$ cat src/rtl/jg_pkg.sv
// jg_pkg: shared constants and helper functions for the Johnson/Gray counter slice.
// Functions take the Johnson word zero-extended to JW_MAX bits plus the real ring width.
package jg_pkg;
    localparam int JW_DEF = 4;
    localparam int JW_MAX = 64;

    function automatic int gw_of(input int jw);
        return $clog2(2 * jw);
    endfunction

    function automatic int bin2gray(input int b);
        return b ^ (b >> 1);
    endfunction

    // A legal Johnson code has at most one 0/1 transition between adjacent bits.
    function automatic logic johnson_valid(input logic [JW_MAX-1:0] j, input int jw);
        int t;
        t = 0;
        for (int i = 0; i < jw - 1; i++)
            t += int'(j[i] ^ j[i+1]);
        return t <= 1;
    endfunction

    function automatic int johnson_to_index(input logic [JW_MAX-1:0] j, input int jw);
        int pc;
        pc = 0;
        for (int i = 0; i < jw; i++)
            pc += int'(j[i]);
        return j[jw-1] ? 2 * jw - pc : pc;
    endfunction
endpackage

$ cat src/rtl/johnson_decode.sv
// johnson_decode: combinational Johnson-to-index/Gray converter for any ring width.
// Ports: johnson (in, JW) ring word; index/gray (out, GW) decoded position and its
// Gray code, both 0 for illegal words; illegal (out) word is not a valid Johnson code.
module johnson_decode
    import jg_pkg::*;
#(
    parameter int JW = JW_DEF,
    localparam int GW = gw_of(JW)
) (
    input  logic [JW-1:0] johnson,
    output logic [GW-1:0] index,
    output logic [GW-1:0] gray,
    output logic          illegal
);
    always_comb begin
        illegal = !johnson_valid(JW_MAX'(johnson), JW);
        index   = illegal ? '0 : GW'(johnson_to_index(JW_MAX'(johnson), JW));
        gray    = illegal ? '0 : GW'(bin2gray(int'(index)));
    end
endmodule

$ cat src/rtl/johnson_gray_counter.sv
// johnson_gray_counter: up/down Johnson ring counter with Gray/index decode,
// illegal-code detection and self-recovery, sticky err and a registered wrap pulse.
// Ports: clk, rst_n (async active-low); en step enable; dir 1=up 0=down;
// clr sync clear (also clears err); ld/ld_j sync raw load; johnson ring state;
// index/gray decoded position; illegal state invalid; err sticky illegal flag;
// wrap one-cycle pulse after a wrapping step.
// Macro JG_OUT_REG_EN: registers index/gray/illegal (one cycle behind johnson)
// and delays wrap one extra cycle to stay aligned with gray.
module johnson_gray_counter
    import jg_pkg::*;
#(
    parameter int JW = JW_DEF,
    localparam int GW = gw_of(JW)
) (
    input  logic          clk,
    input  logic          rst_n,
    input  logic          en,
    input  logic          dir,
    input  logic          clr,
    input  logic          ld,
    input  logic [JW-1:0] ld_j,
    output logic [JW-1:0] johnson,
    output logic [GW-1:0] index,
    output logic [GW-1:0] gray,
    output logic          illegal,
    output logic          err,
    output logic          wrap
);
    logic [JW-1:0] j_q, j_d;
    logic [GW-1:0] d_index, d_gray;
    logic          d_illegal, wrap_d, wrap_q, err_q;

    johnson_decode #(.JW(JW)) u_dec (
        .johnson(j_q),
        .index  (d_index),
        .gray   (d_gray),
        .illegal(d_illegal)
    );

    // Stepping from an illegal word always recovers to zero, whatever dir says.
    always_comb begin
        j_d = clr ? '0 : ld ? ld_j : !en ? j_q : d_illegal ? '0 :
              dir ? {j_q[JW-2:0], ~j_q[JW-1]} : {~j_q[0], j_q[JW-1:1]};
        wrap_d = !clr && !ld && en && !d_illegal &&
                 (dir ? d_index == GW'(2 * JW - 1) : d_index == '0);
    end

    always_ff @(posedge clk or negedge rst_n) begin
        if (!rst_n) begin
            j_q    <= '0;
            err_q  <= 1'b0;
            wrap_q <= 1'b0;
        end else begin
            j_q    <= j_d;
            err_q  <= !clr && (err_q || d_illegal);
            wrap_q <= wrap_d;
        end
    end

    assign johnson = j_q;
    assign err     = err_q;

`ifdef JG_OUT_REG_EN
    logic [GW-1:0] index_q, gray_q;
    logic          illegal_q, wrap_qq;

    always_ff @(posedge clk or negedge rst_n) begin
        if (!rst_n) begin
            index_q   <= '0;
            gray_q    <= '0;
            illegal_q <= 1'b0;
            wrap_qq   <= 1'b0;
        end else begin
            index_q   <= d_index;
            gray_q    <= d_gray;
            illegal_q <= d_illegal;
            wrap_qq   <= wrap_q;
        end
    end

    assign index   = index_q;
    assign gray    = gray_q;
    assign illegal = illegal_q;
    assign wrap    = wrap_qq;
`else
    assign index   = d_index;
    assign gray    = d_gray;
    assign illegal = d_illegal;
    assign wrap    = wrap_q;
`endif
endmodule

$ cat config.mk
export PLATFORM = sky130hd
export DESIGN_NAME = johnson_gray_counter
export DESIGN_NICKNAME = d
export VERILOG_FILES = /design/src/rtl/jg_pkg.sv /design/src/rtl/johnson_decode.sv /design/src/rtl/johnson_gray_counter.sv
export SDC_FILE = /design/constraint.sdc
export NUM_CORES = 1
export LEC_CHECK = 0
export CORE_MARGIN = 2
export CORE_UTILIZATION = 41
export CTS_CLUSTER_SIZE = 28
export DETAILED_ROUTE_END_ITERATION = 10
export GPL_ROUTABILITY_DRIVEN = 0
export HOLD_SLACK_MARGIN = 0.1
export PLACE_DENSITY_LB_ADDON = 0.1
export SLEW_MARGIN = 30
export SYNTH_ARGS = -nofsm -noshare
export SYNTH_HDL_FRONTEND = slang
export SYNTH_SLANG_ARGS = --single-unit
$ cat constraint.sdc
create_clock -name clk -period 3.76 [get_ports clk]
set_clock_uncertainty 0.15 [all_clocks]
set_input_delay 0.564 -clock clk [delete_from_list [all_inputs] [get_ports clk]]
set_output_delay 0.564 -clock clk [all_outputs]
set_load 0.05 [all_outputs]
== Word-level counts from Yosys, hierarchy flattened ==
Index checks and enable logic that the tools add are counted.
Cells by class
  $add $sub $neg: 6
  $lt $le $gt $ge: 1
  equal/unequal tests: 1
  mux-type cells: 9
  bitwise operators: 6
  reductions and logical operators: 11
Operators by type and width (number)
  32-bit adder: 2
  32-bit by 2-bit less-or-equal comparator with 1-bit output, second input constant: 1
  4-bit 2-to-1 mux: 5
  3-bit 2-to-1 mux: 3
  3-bit by 2-bit adder with 3-bit output: 2
  1-bit logical AND: 5
  3-bit equality test, second input constant: 1
  1-bit logical NOT: 3
  3-bit logical NOT: 1
  3-bit nonzero test: 1
  1-bit by 3-bit subtractor with 3-bit output, first input constant: 1
  1-bit bitwise XOR: 3
  3-bit by 2-bit bitwise XOR with 3-bit output: 1
  1-bit by 1-bit adder with 2-bit output: 1
  1-bit inverter: 2
  1-bit logical OR: 1
  1-bit 2-to-1 mux: 1
Word-level totals
  bits in registers: 6
  logic and storage cells: 37

== Longest topological paths before layout ==
Gate-level depths: netlist of run 1.
  depth after elaboration: 9
  gate-level depth with buffers: 12

== Modules after synthesis ==
From an unflattened synthesis of run 1, not the netlist that was laid out.
Second synthesis, totals
  cells, all modules: 65
  area total of the unflattened synthesis: 560.5 um^2
Modules (own cells, without submodules)
  johnson_gray_counter: instances 1, cells an instance 36, area each 329.1 um^2, sequential area each 150.1 um^2
  johnson_decode: instances 1, cells an instance 29, area each 231.5 um^2, sequential area each 0.0 um^2

== Least setup slack after synthesis of run 1 ==
No wires, ideal clock.
  path type: reg2out
  start point: reg j_q[1] (netlist: johnson[1])
  end point: out gray[0]
  arrival time: 3.214 ns
  slack: -0.168 ns
  cell stages (with the launch flop): 12
  buffers on the path: 0
  cell sequence: dfrtp_1 > ha_1 > inv_1 > fa_1 > inv_1 > ha_1 > inv_1 > ha_1 > mux2i_1 > or2_1 > ha_1 > nor2b_1
On the way
  longest elaborated chain between the ends: 8
  elaborated cells between the ends (all ways): 13
  those cells by class: 6 x add/sub; 1 x order compare; 3 x mux; 3 x bitwise
RTL lines
  from (decl): RTL line johnson_gray_counter.sv:29  | logic [JW-1:0] j_q, j_d;
  from (signal assigned): RTL line johnson_gray_counter.sv:54  | j_q <= j_d;
  parallel branches: the longest is 7 deep, another holds 32-bit adder
  3-bit 2-to-1 mux *: RTL line johnson_decode.sv:18  | gray = illegal ? '0 : GW'(bin2gray(int'(index)));
  to (decl): RTL line johnson_gray_counter.sv:24  | output logic [GW-1:0] gray,
Mark *: on every way between the ends.

== Worst setup path in the final report of run 1 ==
  start point: reg j_q[0] (netlist: johnson[0])
  end point: out gray[0]
The elaborated chain is that of the path after synthesis.

==> results.md, run 1 <==
* 2900 ps — signal arrival time at the worst endpoint
* 5.36 — Vias per Instance
* 0 — hold_buf cts
* 22 — PortBufs
* false — unrepaired setup endpoints after global routing
* 25 — unique cell type count in the Yosys netlist
* 0 — hold violation total from the final report
* 18.8% — share of cells above drive strength 1
* 50.2% — layout overhead on the synthesized area
* flop to flop — type of the tightest min-delay check
* 40.7 um — die width
* 13.0 um — post-DR wirelength/cell
* 13 — number of placement rows
* 10 — largest net degree at the start of global routing
* 430 ps — maximum single-stage delay on the critical path
* 3 — clock buffers created by TritonCTS
* 1280 sq um — core footprint
* ha_1 > inv_1 > fa_1 > inv_1 > ha_1 > inv_1 > ha_1 > mux2i_1 > or2_1 > ha_1 > nor2b_2 > buf_12 — crit-path cells
* 100% — Async S/R FF share, synth
* 4 — first-pass detailed-route iteration total
* 553 sq um — summed instance area of the synthesized netlist
* 124 — fill count
* 151 sq um — Reg area
* adder cells — family with the most delay on the worst path
* dfrtp_1 (27%), ha_1 (11%), mux2i_1 (11%) — top cells by area in the synthesized netlist
* 0 — pins over their slew limit
* 368 sq um — area used by multi-input combinational logic
* 23 — count of pins on the block boundary
* dfrtp_1 — slowest cell on the critical path
* 6 — Seq cells post-synth
* 4 — count of buffering cells on the critical path with inverters included
* 11 — violation count after the first detailed-routing iteration
* 6 — count of clock tree sinks
* 536 — routed vias
* 337 uW — Total Power Consumption
* 0 ps — setup total negative slack
* 1660 sq um — Die Area
* 792 sq um — total placed instance area
* done — TritonCTS clock tree
* 27.1% — fraction of the yosys area taken by sequential cells
* 2 — Clock Tree Buf Depth
* flop to primary output — kind of critical path
* 66.5% — relative slew slack
* 40.7 um — Vert. Die Dim
* 0 — max-capacitance violation count
* 346 ps — pre-CTS worst setup slack
* 0 — number of synthesized flops with an enable pin
* 1000 ps — Worst R2R Setup Slack
* 2040 um — first-pass GRT wire length
* 406 nW/um^2 — pwr/cell area
* 0.000276 V — highest ir drop seen on vdd
* 0 — global route overflow
* dfrtp_1 — leading register cell type out of synthesis
* 0 — DRC viols
* 146 ps — worst setup slack after layout
* 27.1% — share of Yosys cell area claimed by the top area cell type
* 0 — number of diodes
* 96.1% — final clock period utilization by the worst path
* 3610 ps — post-route minimum period
* 1 — H-tree levels
* 831 sq um — post-route cell area
* 0 — antenna violations before repair
* 77 — synthesized net count
* 0.356 nW — leakage dissipation
* primary output — category of the worst setup path capture point
* 240 ps — clock latency reported for the late side of the worst-skew pair
* 277 MHz — maximum clock frequency
* flop — startpoint types
* 452 — number of global-route vias before repair
* 40 ps — Reg clk slew, reported paths
* dfrtp_1 (6), inv_1 (6), mux2i_1 (6) — most common library cells after synthesis
* 103 — net count of the finished layout
* 0 — count of nets left with antenna violations after detail routing
* 61 — Mapped Cells
* 5 — worst-path fanout max
* 501 ps — transition time at the pin with the least slew margin
* 357 ps — Hold WS
* 1010 um — post-detail-place hpwl
* 0 — final number of setup-violating endpoints
* 1300 um — detailed-route wire length
* clkbuf_4 — Root Buffer
* ha_1 — cell seen most often among critical-path stages
* 3050 ps — required arrival time at the worst endpoint
* 9.07 sq um — average instance area after synthesis
* 43.0% — initial cell density of the core
* complete, no violations — run status
* dfrtp_1 — cell accounting for the most synthesized area
* 0 — Warnings, synthesis
* 19.6% — gr usage total
[logic make-up (layout without fill, tap and decap cells)]
kind of cell | Yosys count | count (layout) | share of synthesized area, %
fa+ha+maj | 6 | 6 | 14.9
flops | 6 | 6 | 27.1
buf+inv | 9 | 33 | 6.79
simple gates | 15 | 15 | 14.9
compound gates | 16 | 16 | 20.6
mux | 6 | 6 | 10.9
xor+xnor | 3 | 3 | 4.75
[where the power goes]
part | internal [mW] | total [mW] | leakage [nW] | switching [mW]
sequential | 0.0694 | 0.0746 | 0.0785 | 0.00524
combinational | 0.0855 | 0.205 | 0.264 | 0.119
clock | 0.0360 | 0.0581 | 0.0138 | 0.0221
total | 0.191 | 0.337 | 0.356 | 0.147
[layout make-up]
cell class | instances | area share (%)
timing repair buffer | 24 | 29.8
inverter | 6 | 2.71
clock buffer | 3 | 2.71
sequential | 6 | 18.2
multi-input combinational | 46 | 44.3
tap | 15 | 2.26
[cell usage in the layout, fill, tap and decap left out, drive strengths merged, types with 2 or more instances in the layout]
| cell | instances |
|---|---|
| inv | 6 |
| nor3b | 3 |
| o2111ai | 2 |
| dfrtp | 6 |
| xnor2 | 2 |
| a21oi | 5 |
| nor2 | 5 |
| nor2b | 2 |
| or2 | 2 |
| clkbuf | 3 |
| buf | 7 |
| nor3 | 2 |
| mux2i | 6 |
| o22ai | 4 |
| ha | 5 |
| clkdlybuf4s50 | 17 |
[sequential cells by signal, indices dropped and copies added (netlist names)]
register  cells
johnson       4
err           1
wrap          1
[path summary, 6_finish.rpt]
path / end / cells after the start / startpoint
min in group asynchronous: johnson[0] / 1 / rst_n
worst min register to register: err / 1 / err
worst min-delay path: err / 1 / err
worst max-delay path: gray[0] / 12 / johnson[0]
max in group asynchronous: johnson[1] / 1 / rst_n
worst max register to register: wrap / 12 / johnson[0]
[per-stage QoR]
stage                     utilization, %  instances
final                               64.7        100
after global routing                64.7        100
after CTS                           63.4         98
after detailed placement            61.6         95
after global placement              61.6         95
after floorplan                        -         61
[routing by layer]
layer	up-vias	GRT usage (%)	wire, um
met2	22	32.9	614
met5	-	0	0
met3	2	9.24	91
li1	269	-	-
met1	243	21.3	582
met4	0	7.50	14
[repair_timing]
| action | CTS | global route |
|---|---|---|
| gates resized for setup | 0 | 1 |
| endpoints found under the setup margin | 0 | 1 |
| setup buffers | 0 | 2 |
Power figures use the tool's default switching activity.
==> inputs of run 2 (changes only) <==
--- a/config.mk
+++ b/config.mk
@@ -5,7 +5,7 @@
 export SDC_FILE = /design/constraint.sdc
 export NUM_CORES = 1
 export LEC_CHECK = 0
-export CORE_MARGIN = 2
+export CORE_MARGIN = 5
 export CORE_UTILIZATION = 41
 export CTS_CLUSTER_SIZE = 28
 export DETAILED_ROUTE_END_ITERATION = 10
==> run 2 against run 1 <==
- routed wire length grew 10%
- first-iteration DRC count grew 36%
- sequential share of layout area shrank 0.33 points
- largest power group unchanged
==> results.md, run 2 (synthesized netlist as in run 1, its figures left out) <==
* 0.356 nW — leakage dissipation
* 0 ps — setup total negative slack
* 4 — count of buffering cells on the critical path with inverters included
* 1440 um — detailed-route wire length
* 853 sq um — post-route cell area
* primary output — category of the worst setup path capture point
* 46.7 um — die width
* 0 — number of diodes
* 0 — antenna violations before repair
* 22.4% — share of cells above drive strength 1
* 506 ps — transition time at the pin with the least slew margin
* 50 ps — Reg clk slew, reported paths
* 2 — Clock Tree Buf Depth
* 151 uW — net switching component of the power
* 2180 sq um — Die Area
* 4 — first-pass detailed-route iteration total
* 546 — routed vias
* 4 — max FFs per register
* dfrtp_2 — slowest cell on the critical path
* 0 — hold_buf cts
* 2860 ps — signal arrival time at the worst endpoint
* 7 — worst-path fanout max
* 407 nW/um^2 — pwr/cell area
* 3 — clock buffers created by TritonCTS
* 46.7 um — Vert. Die Dim
* 103 — net count of the finished layout
* 54.3% — layout overhead on the synthesized area
* 1 — H-tree levels
* 5.46 — Vias per Instance
* 326 ps — pre-CTS worst setup slack
* false — unrepaired setup endpoints after global routing
* ha_4 > inv_1 > fa_1 > inv_1 > ha_1 > inv_1 > ha_1 > mux2i_2 > or2_1 > ha_1 > nor2b_4 > buf_12 — crit-path cells
* 0 — max-capacitance violation count
* 100 — number of cells in the finished layout apart from fillers
* 0 — hold violation total from the final report
* 0 — pins over their slew limit
* 95 — dpl cells
* 125 — fill count
* complete, no violations — run status
* clkbuf_4 — Root Buffer
* 23 — count of pins on the block boundary
* 1100 um — post-detail-place hpwl
* 0 — global route overflow
* 460 ps — maximum single-stage delay on the critical path
* 792 sq um — total placed instance area
* 0.000262 V — highest ir drop seen on vdd
* flop — startpoint types
* 240 ps — clock latency reported for the late side of the worst-skew pair
* clkdlybuf4s50_1 (17), inv_1 (6), mux2i_1 (5), a21oi_1 (5), buf_4 (5) — commonest cells after routing, fill and taps aside
* 1280 sq um — core footprint
* 0 — final number of setup-violating endpoints
* 13 — number of placement rows
* 15.5% — gr usage total
* 66.2% — relative slew slack
* 3570 ps — post-route minimum period
* 197 uW — internal portion of total power
* 61.2% — logic gate share of total power
* 0 — DRC viols
* 43.4% — switching share of power
* 14.4 um — post-DR wirelength/cell
* flop to primary output — kind of critical path
* 21.9% — share of power burned in registers
* adder cells — family with the most delay on the worst path
* 280 MHz — maximum clock frequency
* 6 — count of clock tree sinks
* 22 — PortBufs
* 3050 ps — required arrival time at the worst endpoint
* clkdlybuf4s50_1 — commonest non-fill, non-tap cell in the layout
* 10 — largest net degree at the start of global routing
* 15 — violation count after the first detailed-routing iteration
* 66.4% — final design utilization
* 95.0% — final clock period utilization by the worst path
* 2370 um — first-pass GRT wire length
* done — TritonCTS clock tree
* 561 — number of global-route vias before repair
* flop to flop — type of the tightest min-delay check
* 43.0% — initial cell density of the core
* 16.9% — Clk network pwr share
* 0 — count of nets left with antenna violations after detail routing
* 189 ps — worst setup slack after layout
-- run 2: cell counts in the layout (fill, tap and decap cells not counted) --
No cell type changed its count.
-- run 2: worst register-to-register path: cells and delay by family, from the launching register on --
kind                     cells  cell delay (ps)
flip-flops                   1              460
AND/OR/NAND/NOR              1              130
multiplexers                 2              340
AO/OA/AOI/OAI                1              100
buffers and inverters        3              190
adder cells (fa/ha/maj)      5             1290
-- run 2: repair_timing --
action                                  4_1_cts  5_1_grt
setup buffers                                 0        2
gates resized for setup                       0        5
endpoints found under the setup margin        0        2
-- run 2: layout make-up --
type | count | area, sq um | share of cell area (%)
timing repair buffer | 24 | 248 | 29.0
multi-input combinational | 46 | 389 | 45.6
clock buffer | 3 | 22.5 | 2.64
sequential | 6 | 153 | 17.9
inverter | 6 | 22.5 | 2.64
tap | 15 | 18.8 | 2.20
-- run 2: stage by stage --
step                power (mW)  hold WS, ps
CTS                      0.342          378
finish                   0.347          367
detailed placement       0.280          351
global route             0.374          408
global placement         0.276          341
floorplan                0.207          118
-- run 2: power by group through the flow --
| stage | Clock (mW) | Combinational [mW] | Sequential [mW] |
|---|---|---|---|
| after floorplan | 0 | 0.116 | 0.0905 |
| after global placement | 0 | 0.200 | 0.0758 |
| after detailed placement | 0 | 0.204 | 0.0759 |
| after CTS | 0.0613 | 0.205 | 0.0751 |
| after global routing | 0.0686 | 0.228 | 0.0766 |
| final | 0.0586 | 0.213 | 0.0760 |
-- run 2: layer usage --
| metal | routed length, um | track usage (%) | share of wire (%) | up-vias |
|---|---|---|---|---|
| met5 | 0 | 0 | 0 | - |
| met4 | 0 | 4.97 | 0 | 0 |
| met3 | 117 | 4.69 | 8.1 | 0 |
| met2 | 729 | 27.2 | 51 | 26 |
| met1 | 590 | 17.9 | 41 | 256 |
| li1 | - | - | - | 264 |
-- run 2: final timing paths --
path	startpoint	to	slack, ps	cells after the start
max	johnson[1]	gray[0]	190	12
min in group asynchronous	rst_n	johnson[2]	410	1
max in group asynchronous	rst_n	johnson[0]	2810	1
min	err	err	370	1
max reg2reg	johnson[1]	wrap	1020	12
min reg2reg	err	err	370	1
